## src/rtl/cic_pkg.sv

```systemverilog
// Shared types and helpers for the multichannel CIC decimator: FSM state
// encoding, saturation, accumulator width check and DC-blocker constants.
package cic_pkg;

   typedef enum logic [2:0] {
      IDLE,
      COMB,
      SCALE,
      DC,
      EMIT
   } cic_state_e;

   localparam int DC_STEP  = 4;
   localparam int DC_SHIFT = 8;

   function automatic int cicMinWidth(input int stages, input int decim);
      return stages * $clog2(decim) + 1;
   endfunction

   // Clamp a wide signed value into the range of a w-bit signed word.
   function automatic logic signed [63:0] sat(input logic signed [63:0] v, input int w);
      logic signed [63:0] hiLim;
      logic signed [63:0] loLim;
      hiLim = (64'sd1 <<< (w - 1)) - 64'sd1;
      loLim = -(64'sd1 <<< (w - 1));
      if (v > hiLim) begin
         return hiLim;
      end else if (v < loLim) begin
         return loLim;
      end else begin
         return v;
      end
   endfunction

endpackage

```

## src/rtl/cic_integrator_n.sv

```systemverilog
// N-stage CIC integrator cascade for one PDM channel; all stages advance
// together on each sample strobe and wrap modulo 2^WIDTH.
module cic_integrator_n #(
   parameter int STAGES = 4,
   parameter int WIDTH  = 30
) (
   input  logic             clk,
   input  logic             rst,
   input  logic             stb_sample,
   input  logic             din,
   output logic [WIDTH-1:0] out
);

   logic [WIDTH-1:0] acc_q [STAGES];

   // Every stage adds the previous stage's old value, so the cascade is one
   // sample deep per stage rather than combinationally chained.
   always_ff @(posedge clk) begin
      if (rst) begin
         for (int k = 0; k < STAGES; k++) begin
            acc_q[k] <= '0;
         end
      end else if (stb_sample) begin
         acc_q[0] <= acc_q[0] + (din ? WIDTH'(1) : '1);
         for (int k = 1; k < STAGES; k++) begin
            acc_q[k] <= acc_q[k] + acc_q[k-1];
         end
      end
   end

   assign out = acc_q[STAGES-1];

endmodule

```

## src/rtl/cic_decimator.sv

```systemverilog
// Multichannel PDM-to-PCM CIC decimator with a shared, time-multiplexed
// comb/scale datapath. Optional DC blocker enabled by CIC_DC_BLOCK_EN.
module cic_decimator
   import cic_pkg::*;
#(
   parameter int CHANNELS = 2,
   parameter int STAGES   = 4,
   parameter int DECIM    = 125,
   parameter int WIDTH    = 30,
   parameter int OUT_W    = 16,
   parameter int SHIFT    = 13,
   localparam int CW      = (CHANNELS > 1) ? $clog2(CHANNELS) : 1
) (
   input  logic                    clk,
   input  logic                    rst,
   input  logic [CHANNELS-1:0]     stb_sample,
   input  logic [CHANNELS-1:0]     din,
   input  logic                    stb_pcm,
   output logic                    busy,
   output logic                    overrun,
   output logic                    out_valid,
   output logic [CW-1:0]           out_chan,
   output logic signed [OUT_W-1:0] out_data
);

   localparam int SW = (STAGES > 1) ? $clog2(STAGES) : 1;

   if (WIDTH < cicMinWidth(STAGES, DECIM)) begin : gWidthCheck
      $error("cic_decimator: WIDTH is too small for STAGES and DECIM");
   end

   logic [WIDTH-1:0]        integOut [CHANNELS];
   logic [WIDTH-1:0]        snap_q   [CHANNELS];
   logic [WIDTH-1:0]        dly_q    [CHANNELS][STAGES];
   logic [WIDTH-1:0]        x_q;
   logic signed [OUT_W-1:0] s_q;
   cic_state_e              state_q;
   logic [CW-1:0]           ch_q;
   logic [SW-1:0]           stage_q;
   logic                    busy_q;
   logic                    overrun_q;
   logic                    outValid_q;
   logic [CW-1:0]           outChan_q;
   logic signed [OUT_W-1:0] outData_q;

   for (genvar c = 0; c < CHANNELS; c++) begin : gInteg
      cic_integrator_n #(
         .STAGES(STAGES),
         .WIDTH (WIDTH)
      ) uInteg (
         .clk       (clk),
         .rst       (rst),
         .stb_sample(stb_sample[c]),
         .din       (din[c]),
         .out       (integOut[c])
      );
   end

   logic [WIDTH-1:0]        combIn;
   logic [WIDTH-1:0]        combOut_d;
   logic signed [63:0]      xExt;
   logic signed [OUT_W-1:0] scaled_d;

   // The first comb stage of each channel starts from that channel's snapshot.
   always_comb begin
      combIn    = (stage_q == '0) ? snap_q[ch_q] : x_q;
      combOut_d = combIn - dly_q[ch_q][stage_q];
      xExt      = {{(64-WIDTH){x_q[WIDTH-1]}}, x_q};
      scaled_d  = OUT_W'(sat(xExt >>> SHIFT, OUT_W));
   end

`ifdef CIC_DC_BLOCK_EN
   logic [WIDTH-1:0]        bias_q [CHANNELS];
   logic signed [63:0]      sExt;
   logic signed [63:0]      biasExt;
   logic signed [OUT_W-1:0] dcOut_d;

   always_comb begin
      sExt    = 64'(s_q);
      biasExt = {{(64-WIDTH){bias_q[ch_q][WIDTH-1]}}, bias_q[ch_q]};
      dcOut_d = OUT_W'(sat(sExt + (biasExt >>> DC_SHIFT), OUT_W));
   end
`endif

   // Pass sequencer: snapshot on an accepted strobe, then comb, scale and
   // emit each channel in turn. Overlapping strobes are only flagged.
   always_ff @(posedge clk) begin
      if (rst) begin
         state_q    <= IDLE;
         ch_q       <= '0;
         stage_q    <= '0;
         x_q        <= '0;
         s_q        <= '0;
         busy_q     <= 1'b0;
         overrun_q  <= 1'b0;
         outValid_q <= 1'b0;
         outChan_q  <= '0;
         outData_q  <= '0;
         for (int c = 0; c < CHANNELS; c++) begin
            snap_q[c] <= '0;
`ifdef CIC_DC_BLOCK_EN
            bias_q[c] <= '0;
`endif
            for (int s = 0; s < STAGES; s++) begin
               dly_q[c][s] <= '0;
            end
         end
      end else begin
         outValid_q <= 1'b0;
         if (stb_pcm && (state_q != IDLE)) begin
            overrun_q <= 1'b1;
         end
         case (state_q)
            IDLE: begin
               if (stb_pcm) begin
                  for (int c = 0; c < CHANNELS; c++) begin
                     snap_q[c] <= integOut[c];
                  end
                  ch_q    <= '0;
                  stage_q <= '0;
                  busy_q  <= 1'b1;
                  state_q <= COMB;
               end
            end
            COMB: begin
               x_q                  <= combOut_d;
               dly_q[ch_q][stage_q] <= combIn;
               if (stage_q == SW'(STAGES - 1)) begin
                  state_q <= SCALE;
               end else begin
                  stage_q <= stage_q + 1'b1;
               end
            end
            SCALE: begin
               s_q <= scaled_d;
`ifdef CIC_DC_BLOCK_EN
               state_q <= DC;
`else
               state_q <= EMIT;
`endif
            end
            DC: begin
`ifdef CIC_DC_BLOCK_EN
               s_q          <= dcOut_d;
               bias_q[ch_q] <= bias_q[ch_q] + ((dcOut_d < 0) ? WIDTH'(DC_STEP) : -WIDTH'(DC_STEP));
`endif
               state_q <= EMIT;
            end
            EMIT: begin
               outData_q  <= s_q;
               outChan_q  <= ch_q;
               outValid_q <= 1'b1;
               stage_q    <= '0;
               if (ch_q == CW'(CHANNELS - 1)) begin
                  busy_q  <= 1'b0;
                  state_q <= IDLE;
               end else begin
                  ch_q    <= ch_q + 1'b1;
                  state_q <= COMB;
               end
            end
            default: state_q <= IDLE;
         endcase
      end
   end

   assign busy      = busy_q;
   assign overrun   = overrun_q;
   assign out_valid = outValid_q;
   assign out_chan  = outChan_q;
   assign out_data  = outData_q;

endmodule

```

## config.mk

```make
export PLATFORM = sky130hd
export DESIGN_NAME = cic_decimator
export DESIGN_NICKNAME = d
export VERILOG_FILES = /design/src/rtl/cic_pkg.sv /design/src/rtl/cic_integrator_n.sv /design/src/rtl/cic_decimator.sv
export SDC_FILE = /design/constraint.sdc
export NUM_CORES = 1
export LEC_CHECK = 0
export BUFFER_PORTS_ARGS = -buffer_cell sky130_fd_sc_hd__buf_2
export CAP_MARGIN = 10
export CELL_PAD_IN_SITES_DETAIL_PLACEMENT = 1
export CELL_PAD_IN_SITES_GLOBAL_PLACEMENT = 1
export CORE_AREA = 2 2 274 276
export CTS_BUF_LIST = sky130_fd_sc_hd__clkbuf_4 sky130_fd_sc_hd__clkbuf_8 sky130_fd_sc_hd__clkbuf_16
export DETAILED_ROUTE_END_ITERATION = 7
export DIE_AREA = 0 0 276 278
export PLACE_DENSITY_LB_ADDON = 0.3
export SLEW_MARGIN = 10
export SYNTH_ARGS = -nofsm -noshare
export SYNTH_HDL_FRONTEND = slang
export SYNTH_SLANG_ARGS = --single-unit
```

## constraint.sdc

```tcl
create_clock -name clk -period 5.7 [get_ports clk]
set_input_delay 0.57 -clock clk [delete_from_list [all_inputs] [get_ports clk]]
set_output_delay 0.57 -clock clk [all_outputs]
set_load 0.01 [all_outputs]
```

# Word level (Yosys, flattened, before mapping)
# Memory sizes are Yosys's and may differ from the RTL's. A register that Yosys moved wholly into a read port is not among the register bits.
# Cells that the tools add are included.
# Widths: inputs -> output; s select.
[classes] eq_ne=9 add_sub_neg=11 order_cmp=4 mux=56 n_bitwise=11 reduce_logical=13
[op_table] operator="$mux 30" count=16
[op_table] operator="$mux 120" count=3
[op_table] operator="$add 30x30->30" count=8
[op_table] operator="$reduce_or 120->1" count=1
[op_table] operator="$bmux 30 s2" count=1
[op_table] operator="$demux 30 s2" count=1
[op_table] operator="$mux 16" count=2
[op_table] operator="$sub 30x30->30" count=1
[op_table] operator="$mux 1" count=25
[op_table] operator="$gt 17x16->1 const B" count=1
[op_table] operator="$lt 17x16->1 const B" count=1
[op_table] operator="$pmux 3 s4" count=1
[op_table] operator="$or 1x1->1" count=10
[op_table] operator="$ne 2x2->1 const B" count=4
[op_table] operator="$eq 3x2->1 const B" count=2
[op_table] operator="$mux 3" count=2
[op_table] operator="$pmux 2 s3" count=1
[op_table] operator="$reduce_and 3->1" count=2
[op_table] operator="$reduce_bool 3->1" count=2
[op_table] operator="$mux 2" count=2
[op_table] operator="$pmux 1 s2" count=2
[op_table] operator="$reduce_and 2->1" count=2
[op_table] operator="$eq 3x1->1 const B" count=1
[op_table] operator="$eq 3x3->1 const B" count=1
[op_table] operator="other kinds (11)" count=12
[word_totals] inputBits=7 output_inout_bits=20 mem_count=4 ff_bits=72 ram_bits=540
[memory_table] name="dly_q" depth=2 width=120 rd=1 rd_ports_with_merged_regs=1 wr=2 line_no="cic_decimator.sv:34" text="logic [WIDTH-1:0] dly_q [CHANNELS][STAGES];"
[memory_table] name="gInteg[0].uInteg.acc_q" depth=4 width=30 rd=4 rd_ports_with_merged_regs=0 wr=4 line_no="cic_integrator_n.sv:14" text="logic [WIDTH-1:0] acc_q [STAGES];"
[memory_table] name="gInteg[1].uInteg.acc_q" depth=4 width=30 rd=4 rd_ports_with_merged_regs=0 wr=4 line_no="cic_integrator_n.sv:14"
[memory_table] name="snap_q" depth=2 width=30 rd=1 rd_ports_with_merged_regs=1 wr=2 line_no="cic_decimator.sv:33" text="logic [WIDTH-1:0] snap_q [CHANNELS];"

# Depth between registers and ports, before layout
# Gate-level depths: netlist of the first run.
[logic_depth] ltp_word=8 mapped_depth=21

# Cells and area by module
# A second synthesis of the first run with hierarchy kept.
[hier_totals] hier_cells=3649 hier_area_um2=37805.0
[modules_own_cells] module="cic_decimator" cells_per_inst=1350 seq_area_each_um2=10470.0 area_each_um2=16927.5 n_inst=1
[modules_own_cells] module="cic_integrator_n at gInteg[0].uInteg" cells_per_inst=1186 seq_area_each_um2=3603.5 area_each_um2=10616.4 n_inst=1
[modules_own_cells] module="cic_integrator_n at gInteg[1].uInteg" cells_per_inst=1113 seq_area_each_um2=3603.5 area_each_um2=10261.1 n_inst=1

# Worst setup path before layout of the first run
# Ideal clock, no wire load.
[synth_path] kind="register to register" start="register stage_q[0]" end="register x_q[25]" synth_period_minus_slack_ps=4807 setup_time_ps=117 path_buffers=6 t_arrival_ps=4690 setup_slack_ps=893 path_stages_with_launch=20 cell_sequence="dfxtp_1 buf_2 buf_1 clkbuf_1 inv_1 ha_1 clkbuf_1 buf_1 clkbuf_1 o21ai_1 inv_1 ha_1 a21o_1 a21o_1 a21oi_1 o21ai_0 a41oi_4 a21oi_1 or3_1 a32o_1"
[synth_via] elab_chain_len=5
[synth_lines] item="start: declaration" line_no="cic_decimator.sv:39" text="logic [SW-1:0] stage_q;"
[synth_lines] item="start signal: assignment" line_no="cic_decimator.sv:131" text="stage_q <= stage_q + 1'b1;"
[synth_lines] item="$not 2->3 (implied by the code)" line_no="cic_decimator.sv:67" text="combOut_d = combIn - dly_q[ch_q][stage_q];"
[synth_lines] item="$bmux 30 s2" line_no="cic_decimator.sv:67"
[synth_lines] item="$mux 30 (implied by the code) (2 in a row)" line_no="cic_decimator.sv:67"
[synth_lines] item="$sub 30x30->30 *" line_no="cic_decimator.sv:67"
[synth_lines] item="end signal: assignment" line_no="cic_decimator.sv:126" text="x_q <= combOut_d;"
[synth_lines] item="end: declaration" line_no="cic_decimator.sv:35" text="logic [WIDTH-1:0] x_q;"
# Every way passes the cells marked *; elsewhere a longest branch is shown, timed or not. The select of a mux whose other input is x is not followed.
# A chain may end at the register's enable or synchronous reset.

# Final worst setup path of the first run
[layout_path] start="register stage_q[1]" end="register x_q[29]"
# The elaborated chain is that of the path after synthesis.

==> reports/metrics.cfg, run 1 <==
[run_status]
status=finished, final reports clean

[yosys]
synth_cell_type_count=81
synthSimpleGateAreaFrac_pct=14.84
synth_area_leader_cell=edfxtp_1
synth-async-reset-ratio_pct=0
netlist_top_cells_area=edfxtp_1, ha_1, nor2_1
synth-xor-area-share_pct=4.526
synth-compound-area-share_pct=14.80
synth_area_per_cell_um2=10.61
synth_nets=3724
synthAdderAreaFrac_pct=9.486
yosys.area.top_type_share_pct=44.33
synth_mux_area_share_pct=5.672
synth_area_um2=36580
ys_ff_latch=613
synth_top_family_by_area=simple AND/OR/NAND/NOR gates
yosys_warnings=0
synth_edf_count=540
synth_ff_type=edfxtp_1
synthCells=3446
synth-seq-area-share_pct=48.33

[finish]
num_antenna_cells=0
area_growth_pct=9.890
final_util_pct=54.45
mostFrequentLayoutCell=edfxtp_1
fin_nets=3734
layout_common_cells=edfxtp_1, nor2_1, ha_1
layout-drive-gt1-share_pct=8.288
instances_no_fill=4480

[drt]
dr.first_iter.drc_count=1932
detailroute.via_count=27366
wire_per_inst_um=23.18
drt-vias-per-instance=6.108
drc=0
postRouteAntennaNets=0
routed_wl_um=103800
firstDrtPassIters=5

[clocking]
holdBufCountCts=0
insertion_delay_ps=640
cts.clk_slew.worst_paths_ps=60
clockBufferDepth=3
cts_resized=0
cts_root_buf=clkbuf_16
cts_tree=yes
htreeDepth=3
cts_setup_buffers=0
cts_buffers=72
clock-sinks=613

[pwr]
p_per_area_nw_per_um2=334.9
power.total_mw=13.46
power_leakage_nw=16.73
peakVddDrop_mv=0.1998

[timing]
finClkSkew_ps=29.89
worst_pin_slew_ps=1157
drv_slew=0
tns_ps=0
rsz0062_at_grt=false
hold_viol=0
fin_ws_ps=873.7
min_period_ps=4826
max_freq_mhz=207.2
setup_viol=0
max-slew-margin-rel_pct=22.65
finalCritPeriodShare_pct=84.67

[critical_path]
cp.arrival_ps=5370
crit_type=reg -> reg
reg2reg_from=stage_q[1]$_SDFFE_PP0P_
worst-r2r-cell-count=15
required_ps=6250
r2r_setup_slack_ps=870
cp-start-kind=flop
endpoint_kind=flop
rr_endpoint=x_q[29]$_SDFFE_PP0P_
crit_path_max_fanout=44

[flow_run]
cap_viol_max_count=0

[global_routing]
track_usage_pct=26.82
grt_overflow_total=0
grt_max_degree=75
antenna_found_initial=0
grt_first_pass_wirelength_um=163500
grt_pass1_vias=29218

[placement]
dp_cells=4350
pre_cts_ws_ps=1106
io_buffers=26
place_congestion=0.8891
detailed_place_hpwl_um=73630

[worst_hold_path]
worstHoldStart=stb_pcm
holdPathEnd=overrun$_SDFFE_PP0P_
hold_class=in -> reg
hold_depth=3

[floorplanning]
initial_utilization_pct=49.55
coreArea_um2=73820
die_h_um=278
dieArea_um2=76730
floorplan.rows=100
die_x_um=276
io_pins=27

[logic make-up after synthesis]
logic type,count (synthesis)
AO/OA/AOI/OAI,837
XOR/XNOR,189
adder cells (fa/ha/maj),272
buffers and inverters,226
flip-flops,613
multiplexers,131
AND/OR/NAND/NOR,1178
[how the worst max path moves through the flow]
stage	start	endpoint	cells after the start
floorplan	stage_q[0]$_SDFFE_PP0P_	x_q[25]$_SDFFE_PP0P_	19
global placement	stage_q[1]$_SDFFE_PP0P_	x_q[25]$_SDFFE_PP0P_	15
detailed placement	stage_q[0]$_SDFFE_PP0P_	x_q[29]$_SDFFE_PP0P_	15
CTS	stage_q[0]$_SDFFE_PP0P_	x_q[29]$_SDFFE_PP0P_	15
global route	stage_q[1]$_SDFFE_PP0P_	x_q[29]$_SDFFE_PP0P_	15
finish	stage_q[1]$_SDFFE_PP0P_	x_q[29]$_SDFFE_PP0P_	15
[layout make-up]
| class | instances | area, µm² |
|---|---|---|
| Clock inverter | 47 | 481.7 |
| Tap cell | 969 | 1212 |
| Sequential cell | 613 | 17680 |
| Fill cell | 7894 | 33630 |
| Clock buffer | 82 | 1883 |
| Inverter | 95 | 356.6 |
| Timing Repair Buffer | 67 | 483.0 |
| Multi-Input combinational cell | 2607 | 18090 |
[stage by stage]
stage	hold slack, ps	instance area (µm²)
CTS	337.2	40180
floorplan	432.0	36580
global placement	440.8	37810
global route	371.6	40190
detailed placement	446.5	37810
finish	358.1	40190
[sequential cells by signal, indices dropped and copies added (netlist names), 2 cells and up, named ones only]
register,flops
state_q,3
s_q,16
gInteg.uInteg.acc_q,240
out_data,16
snap_q,60
stage_q,2
x_q,30
dly_q,240
[Yosys cell counts (all sizes together) (69+ instances only)]
library cell and n:
xor2 81, clkbuf 104, a21oi 261, a21o 149, and2 90, dfxtp 73
nand2 230, edfxtp 540, xnor2 108, nor3 80, mux2i 71, nor2 516
o21ai 155, inv 95, ha 262, nand3 69
[where the power goes]
part	internal (mW)	switching, mW
logic	1.25	1.93
clock network	2.68	1.97
registers	5.32	0.317
[per-layer routing]
layer | track usage, % | vias to the layer above | routed length (µm)
met2 | 49.16 | 615 | 53150
met3 | 2.745 | 169 | 4007
met1 | 33.25 | 13762 | 43720
met5 | 0 | - | 0
li1 | - | 12820 | -
met4 | 8.379 | 0 | 2952
[worst max-delay path, stage by stage (launching register included)]
cell       delay, ps
dfxtp_1          380
inv_2            100
ha_2             800
nand2_1          130
o21ai_1          380
inv_1            140
ha_1             330
nor2b_1          140
o21ai_0          320
a21oi_1          180
o2111a_1         320
nand4bb_4        280
a41oi_4          370
a21oi_2          130
or4_1            510
a31oi_1          220
No activity file was read; power rests on OpenSTA's default activity.
==> run 2: changes to the inputs <==
--- a/config.mk
+++ b/config.mk
@@ -9,10 +9,10 @@
 export CAP_MARGIN = 10
 export CELL_PAD_IN_SITES_DETAIL_PLACEMENT = 1
 export CELL_PAD_IN_SITES_GLOBAL_PLACEMENT = 1
-export CORE_AREA = 2 2 274 276
+export CORE_AREA = 2 2 282 284
 export CTS_BUF_LIST = sky130_fd_sc_hd__clkbuf_4 sky130_fd_sc_hd__clkbuf_8 sky130_fd_sc_hd__clkbuf_16
 export DETAILED_ROUTE_END_ITERATION = 7
-export DIE_AREA = 0 0 276 278
+export DIE_AREA = 0 0 284 286
 export PLACE_DENSITY_LB_ADDON = 0.3
 export SLEW_MARGIN = 10
 export SYNTH_ARGS = -nofsm -noshare
==> constraint.sdc (replaced) <==
create_clock -name clk -period 4 [get_ports clk]
set_input_delay 0.4 -clock clk [delete_from_list [all_inputs] [get_ports clk]]
set_output_delay 0.4 -clock clk [all_outputs]
set_load 0.01 [all_outputs]
==> reports/metrics.cfg, run 2 (synthesized netlist as in run 1, its figures left out) <==
[critical_path]
r2r_setup_slack_ps=180  ; -700 ps
crit_path_max_fanout=21  ; -52%
cp.arrival_ps=4350  ; -1020 ps
endpoint_kind=flop
crit_type=reg -> reg
required_ps=4520  ; -1730 ps
cp-start-kind=flop

[timing]
max-slew-margin-rel_pct=22.53  ; -0.12 points
worst_pin_slew_ps=1161  ; +3.367 ps
setup_viol=0  ; unchanged
hold_viol=0  ; unchanged
min_period_ps=3823  ; -1003 ps
max_freq_mhz=261.6  ; +26%
finClkSkew_ps=34.25  ; +4.367 ps
drv_slew=0  ; unchanged
finalCritPeriodShare_pct=95.58  ; +11 points
tns_ps=0  ; unchanged

[finish]
mostFrequentLayoutCell=edfxtp_1
area_growth_pct=11.60
multiInputGateArea_um2=18170  ; +0.41%
fin_nets=3786  ; +1.4%
layout-drive-gt1-share_pct=10.10  ; +1.8 points
layout_common_cells=edfxtp_1, nor2_1, ha_1
design_area_um2=40820  ; +1.6%
num_antenna_cells=0  ; unchanged
fillers=8541  ; +8.2%
instances_no_fill=4615  ; +3.0%
seqCellArea_um2=17680  ; unchanged
top_regs=dly_q: 240 flops, gInteg.uInteg.acc_q: 240 flops, snap_q: 60 flops

[global_routing]
antenna_found_initial=1  ; +1
track_usage_pct=25.43  ; -1.4 points
grt_max_degree=67  ; -11%
grt_overflow_total=0  ; unchanged
grt_pass1_vias=29331  ; +0.39%
grt_first_pass_wirelength_um=164500  ; +0.64%

[clocking]
cts.clk_slew.worst_paths_ps=60  ; about the same
clock-sinks=613  ; unchanged
insertion_delay_ps=640  ; about the same
clockBufferDepth=3  ; unchanged
cts_root_buf=clkbuf_16
htreeDepth=3  ; unchanged
cts_tree=yes
holdBufCountCts=0  ; unchanged
cts_buffers=72  ; unchanged

[pwr]
pwr-share-clk_pct=34.4  ; -0.2 points
netSwitchingFraction_pct=31.23  ; -0.092 points
comb_power_share_pct=23.9  ; +0.3 points
power_leakage_nw=17.01  ; +1.6%
power.switching_mw=6.011  ; +43%
p_int_mw=13.24  ; +43%
power.total_mw=19.25  ; +43%
peakVddDrop_mv=0.2888  ; +45%
power_frac_seq_pct=41.7  ; -0.2 points
p_per_area_nw_per_um2=471.6  ; +41%

[worst_hold_path]
hold_class=in -> reg

[floorplanning]
io_pins=27  ; unchanged
die_x_um=284  ; +2.9%
die_h_um=286  ; +2.9%
initial_utilization_pct=46.68  ; -2.9 points
coreArea_um2=78360  ; +6.1%
floorplan.rows=103  ; +3.0%
dieArea_um2=81220  ; +5.9%

[placement]
place_congestion=0.9021  ; +1.5%
detailed_place_hpwl_um=74240  ; +0.83%
io_buffers=26  ; unchanged
placedInstanceArea_um2=38380  ; +1.5%
dp_cells=4481  ; +3.0%

[drt]
dr.first_iter.drc_count=1588  ; -18%
detailroute.via_count=27425  ; +0.22%
wire_per_inst_um=22.34  ; -3.6%
routed_wl_um=103100  ; -0.69%
drt-vias-per-instance=5.943  ; -2.7%
postRouteAntennaNets=0  ; unchanged
drc=0  ; unchanged
firstDrtPassIters=5  ; unchanged

[run_status]
status=finished, final reports clean

[flow_run]
cap_viol_max_count=0  ; unchanged

[run 2: changes by cell type in the layout (fill, tap and decap cells not counted), sizes merged]
| cell | change |
|---|---|
| clkbuf | +11 |
| clkinv | -8 |
| buf | +52 |
| inv | +1 |
| bufinv | -2 |
[run 2: power by group through the flow]
stage	registers [mW]	clock network (mW)	logic (mW)
after floorplan	7.89	0	3.45
after global placement	8.11	0	4.27
after detailed placement	8.14	0	4.51
after CTS	8.02	6.75	4.56
after global routing	8.07	6.98	5.12
final	8.02	6.62	4.61
[run 2: worst paths after layout]
kind / startpoint / to / cells after the start
min: rst / out_data[1]$_SDFFE_PP0P_ / 2
min reg2reg: x_q[11]$_SDFFE_PP0P_ / x_q[11]$_SDFFE_PP0P_ / 2
max reg2reg: stage_q[1]$_SDFFE_PP0P_ / x_q[22]$_SDFFE_PP0P_ / 14
max: stage_q[1]$_SDFFE_PP0P_ / x_q[22]$_SDFFE_PP0P_ / 14
[run 2: what timing repair did]
item                                   in CTS  in global routing
setup buffers                               0                  3
setup endpoints to repair                   0                 10
gates resized for setup                     0                 12
endpoints found under the hold margin       0                  0
[run 2: worst max-delay path: stages, from the launching register on]
cell	delay, ps
dfxtp_1	320
inv_2	60
buf_4	270
buf_4	460
mux2i_1	410
ha_1	350
a21o_1	200
a21o_1	250
a221oi_4	360
a22oi_2	160
buf_4	180
a41o_1	250
a21oi_1	190
xor2_1	170
a21oi_1	80
[run 2: layout make-up]
type / instances / area share [%]
clock buffer: 93 / 4.846
multi-input combinational: 2607 / 44.51
sequential: 613 / 43.32
clock inverter: 38 / 0.9503
timing repair buffer: 119 / 2.281
tap: 1050 / 3.219
inverter: 95 / 0.8736
[run 2: layer usage]
layer	part of all wire, %	track usage, %	vias up
met5	0	0	-
met4	3.0	8.382	0
met3	4.1	3.214	176
met2	51	45.80	603
met1	42	31.60	13730
li1	-	-	12916
[run 2: stage by stage]
| step | utilization (%) | setup slack [ps] | hold slack [ps] |
|---|---|---|---|
| floorplan | - | 9.294 | 432.0 |
| global placement | 48.98 | 145.2 | 443.7 |
| detailed placement | 48.98 | 34.58 | 449.0 |
| CTS | 52.00 | 36.73 | 167.5 |
| global route | 52.09 | -3.971 | 198.8 |
| finish | 52.09 | 176.8 | 198.5 |
==> run 3: changes to the inputs <==
--- a/config.mk
+++ b/config.mk
@@ -13,6 +13,7 @@
 export CTS_BUF_LIST = sky130_fd_sc_hd__clkbuf_4 sky130_fd_sc_hd__clkbuf_8 sky130_fd_sc_hd__clkbuf_16
 export DETAILED_ROUTE_END_ITERATION = 7
 export DIE_AREA = 0 0 284 286
+export GPL_TIMING_DRIVEN = 0
 export PLACE_DENSITY_LB_ADDON = 0.3
 export SLEW_MARGIN = 10
 export SYNTH_ARGS = -nofsm -noshare
==> reports/metrics.cfg, run 3 (synthesized netlist as in run 1, its figures left out) <==
[drt]
detailroute.via_count=28210  ; +2.9%
postRouteAntennaNets=0  ; unchanged
firstDrtPassIters=5  ; unchanged
dr.first_iter.drc_count=2378  ; +50%
wire_per_inst_um=23.91  ; +7.0%
m1WireLength_um=47740  ; +9.4%
drc=0  ; unchanged
routed_wl_um=112600  ; +9.2%
drt-vias-per-instance=5.989  ; +0.79%
wl_met2_um=55140  ; +5.6%
topRoutingLayerUsed=met4
wl_met3_um=6022  ; +43%

[clocking]
htreeDepth=3  ; unchanged
insertion_delay_ps=640  ; about the same
cts_buffers=71  ; -1.4%
cts.clk_slew.worst_paths_ps=60  ; about the same
cts_tree=yes
cts_root_buf=clkbuf_16
holdBufCountCts=0  ; unchanged
clock-sinks=613  ; unchanged
clockBufferDepth=3  ; unchanged

[finish]
num_antenna_cells=0  ; unchanged
instances_no_fill=4710  ; +2.1%
top_regs=dly_q: 240 flops, gInteg.uInteg.acc_q: 240 flops, snap_q: 60 flops
fin_nets=3884  ; +2.6%
layout_common_cells=edfxtp_1, nor2_1, a21oi_1
mostFrequentLayoutCell=edfxtp_1
area_growth_pct=14.87
design_area_um2=42010  ; +2.9%
layout-drive-gt1-share_pct=11.50  ; +1.4 points

[floorplanning]
floorplan.rows=103  ; unchanged
initial_utilization_pct=46.68  ; unchanged
die_h_um=286  ; unchanged
io_pins=27  ; unchanged
die_x_um=284  ; unchanged
dieArea_um2=81220  ; unchanged
coreArea_um2=78360  ; unchanged

[placement]
io_buffers=26  ; unchanged
pre_cts_ws_ps=-1323  ; -1357 ps
placedInstanceArea_um2=38390  ; about the same
place_congestion=0.8455  ; -6.3%
detailed_place_hpwl_um=76760  ; +3.4%
dp_cells=4533  ; +1.2%

[timing]
hold_viol=0  ; unchanged
max-slew-margin-rel_pct=27.43  ; +4.9 points
finClkSkew_ps=35.91  ; +1.661 ps
fin_ws_ps=-145.7  ; -322.4 ps
drv_slew=0  ; unchanged
min_period_ps=4146  ; +322.4 ps
finalCritPeriodShare_pct=103.6  ; +8.1 points
setup_viol=47  ; +47
max_freq_mhz=241.2  ; -7.8%
worst_pin_slew_ps=1089  ; -72.35 ps

[run_status]
violations=negative setup slack
status=finished, violations left

[global_routing]
track_usage_pct=26.48  ; +1.1 points
antenna_found_initial=3  ; +2
grt_max_degree=63  ; -6.0%
grt_pass1_vias=29353  ; +0.075%
grt_first_pass_wirelength_um=169000  ; +2.7%
grt_overflow_total=0  ; unchanged

[critical_path]
cp-start-kind=flop
crit_path_max_fanout=11  ; -48%
crit_type=reg -> reg
r2r_setup_slack_ps=-150  ; -320 ps
required_ps=4490  ; -30 ps
endpoint_kind=flop
cp.arrival_ps=4640  ; +290 ps

[pwr]
power.total_mw=19.51  ; +1.4%
p_per_area_nw_per_um2=464.4  ; -1.5%
power_leakage_nw=17.21  ; +1.2%
peakVddDrop_mv=0.2738  ; -5.2%

[worst_hold_path]
hold_class=in -> reg

[flow_run]
cap_viol_max_count=0  ; unchanged

## run 3: changes by cell type in the layout (fill, tap and decap cells not counted), sizes merged
cell           change
clkbuf           +107
buf                -4
inv                -4
clkinv             -3
bufinv             -2
clkdlybuf4s15      +1
## run 3: where the power goes
part	total, mW	internal (mW)	switching (mW)	leakage (nW)
Combinational	5.00	2.00	3.01	9.69
Sequential	8.00	7.57	0.423	6.38
Clock	6.51	3.72	2.78	1.15
## run 3: timing repair
| action | CTS | global route |
|---|---|---|
| resized for setup | 124 | 73 |
| setup buffers | 24 | 25 |
| endpoints found under the setup margin | 29 | 74 |
| hold endpoints to repair | 0 | 0 |
| pin swaps | 24 | 32 |
| gates cloned | 2 | 4 |
## run 3: area by class of cell
type | instances | area, µm²
Timing Repair inverter | 1 | 5.005
Buffer | 126 | 769.5
Multi-Input combinational cell | 2607 | 18720
Clock inverter | 28 | 251.5
Clock buffer | 99 | 2041
Inverter | 95 | 365.4
Sequential cell | 613 | 17680
Fill cell | 8395 | 36340
Timing Repair Buffer | 91 | 870.8
Tap cell | 1050 | 1314
## run 3: routing by layer
| metal | track usage [%] | vias up |
|---|---|---|
| li1 | - | 13132 |
| met1 | 34.55 | 13942 |
| met2 | 46.49 | 891 |
| met3 | 3.206 | 245 |
| met4 | 7.434 | 0 |
| met5 | 0 | - |
## run 3: final timing paths
path                            start                       end  cells past startpoint
max           stage_q[1]$_SDFFE_PP0P_      x_q[20]$_SDFFE_PP0P_                     18
min                           stb_pcm      overrun$_SDFFE_PP0P_                      3
max reg2reg   stage_q[1]$_SDFFE_PP0P_      x_q[20]$_SDFFE_PP0P_                     18
min reg2reg  out_data[1]$_SDFFE_PP0P_  out_data[1]$_SDFFE_PP0P_                      2
## run 3: worst max-delay path: stages (launching register included)
cell	delay (ps)
dfxtp_2	460
inv_4	110
buf_8	210
ha_4	200
clkbuf_16	160
buf_8	160
clkbuf_16	170
o21ai_4	160
inv_2	70
ha_4	330
a21o_1	200
a211oi_2	90
a311oi_2	320
o211ai_1	170
a22oi_2	380
a21oi_1	150
o21bai_1	240
mux2i_1	290
o21ai_1	100
## run 3: metrics by stage
| step | hold slack (ps) | utilization, % | TNS, ps |
|---|---|---|---|
| finish | 243.9 | 53.62 | -1195 |
| global route | 259.2 | 53.62 | -5271 |
| CTS | 157.1 | 52.86 | -93.79 |
| detailed placement | 447.5 | 49.00 | -27050 |
| global placement | 438.5 | 48.62 | -180650 |
| floorplan | 432.0 | - | 0 |
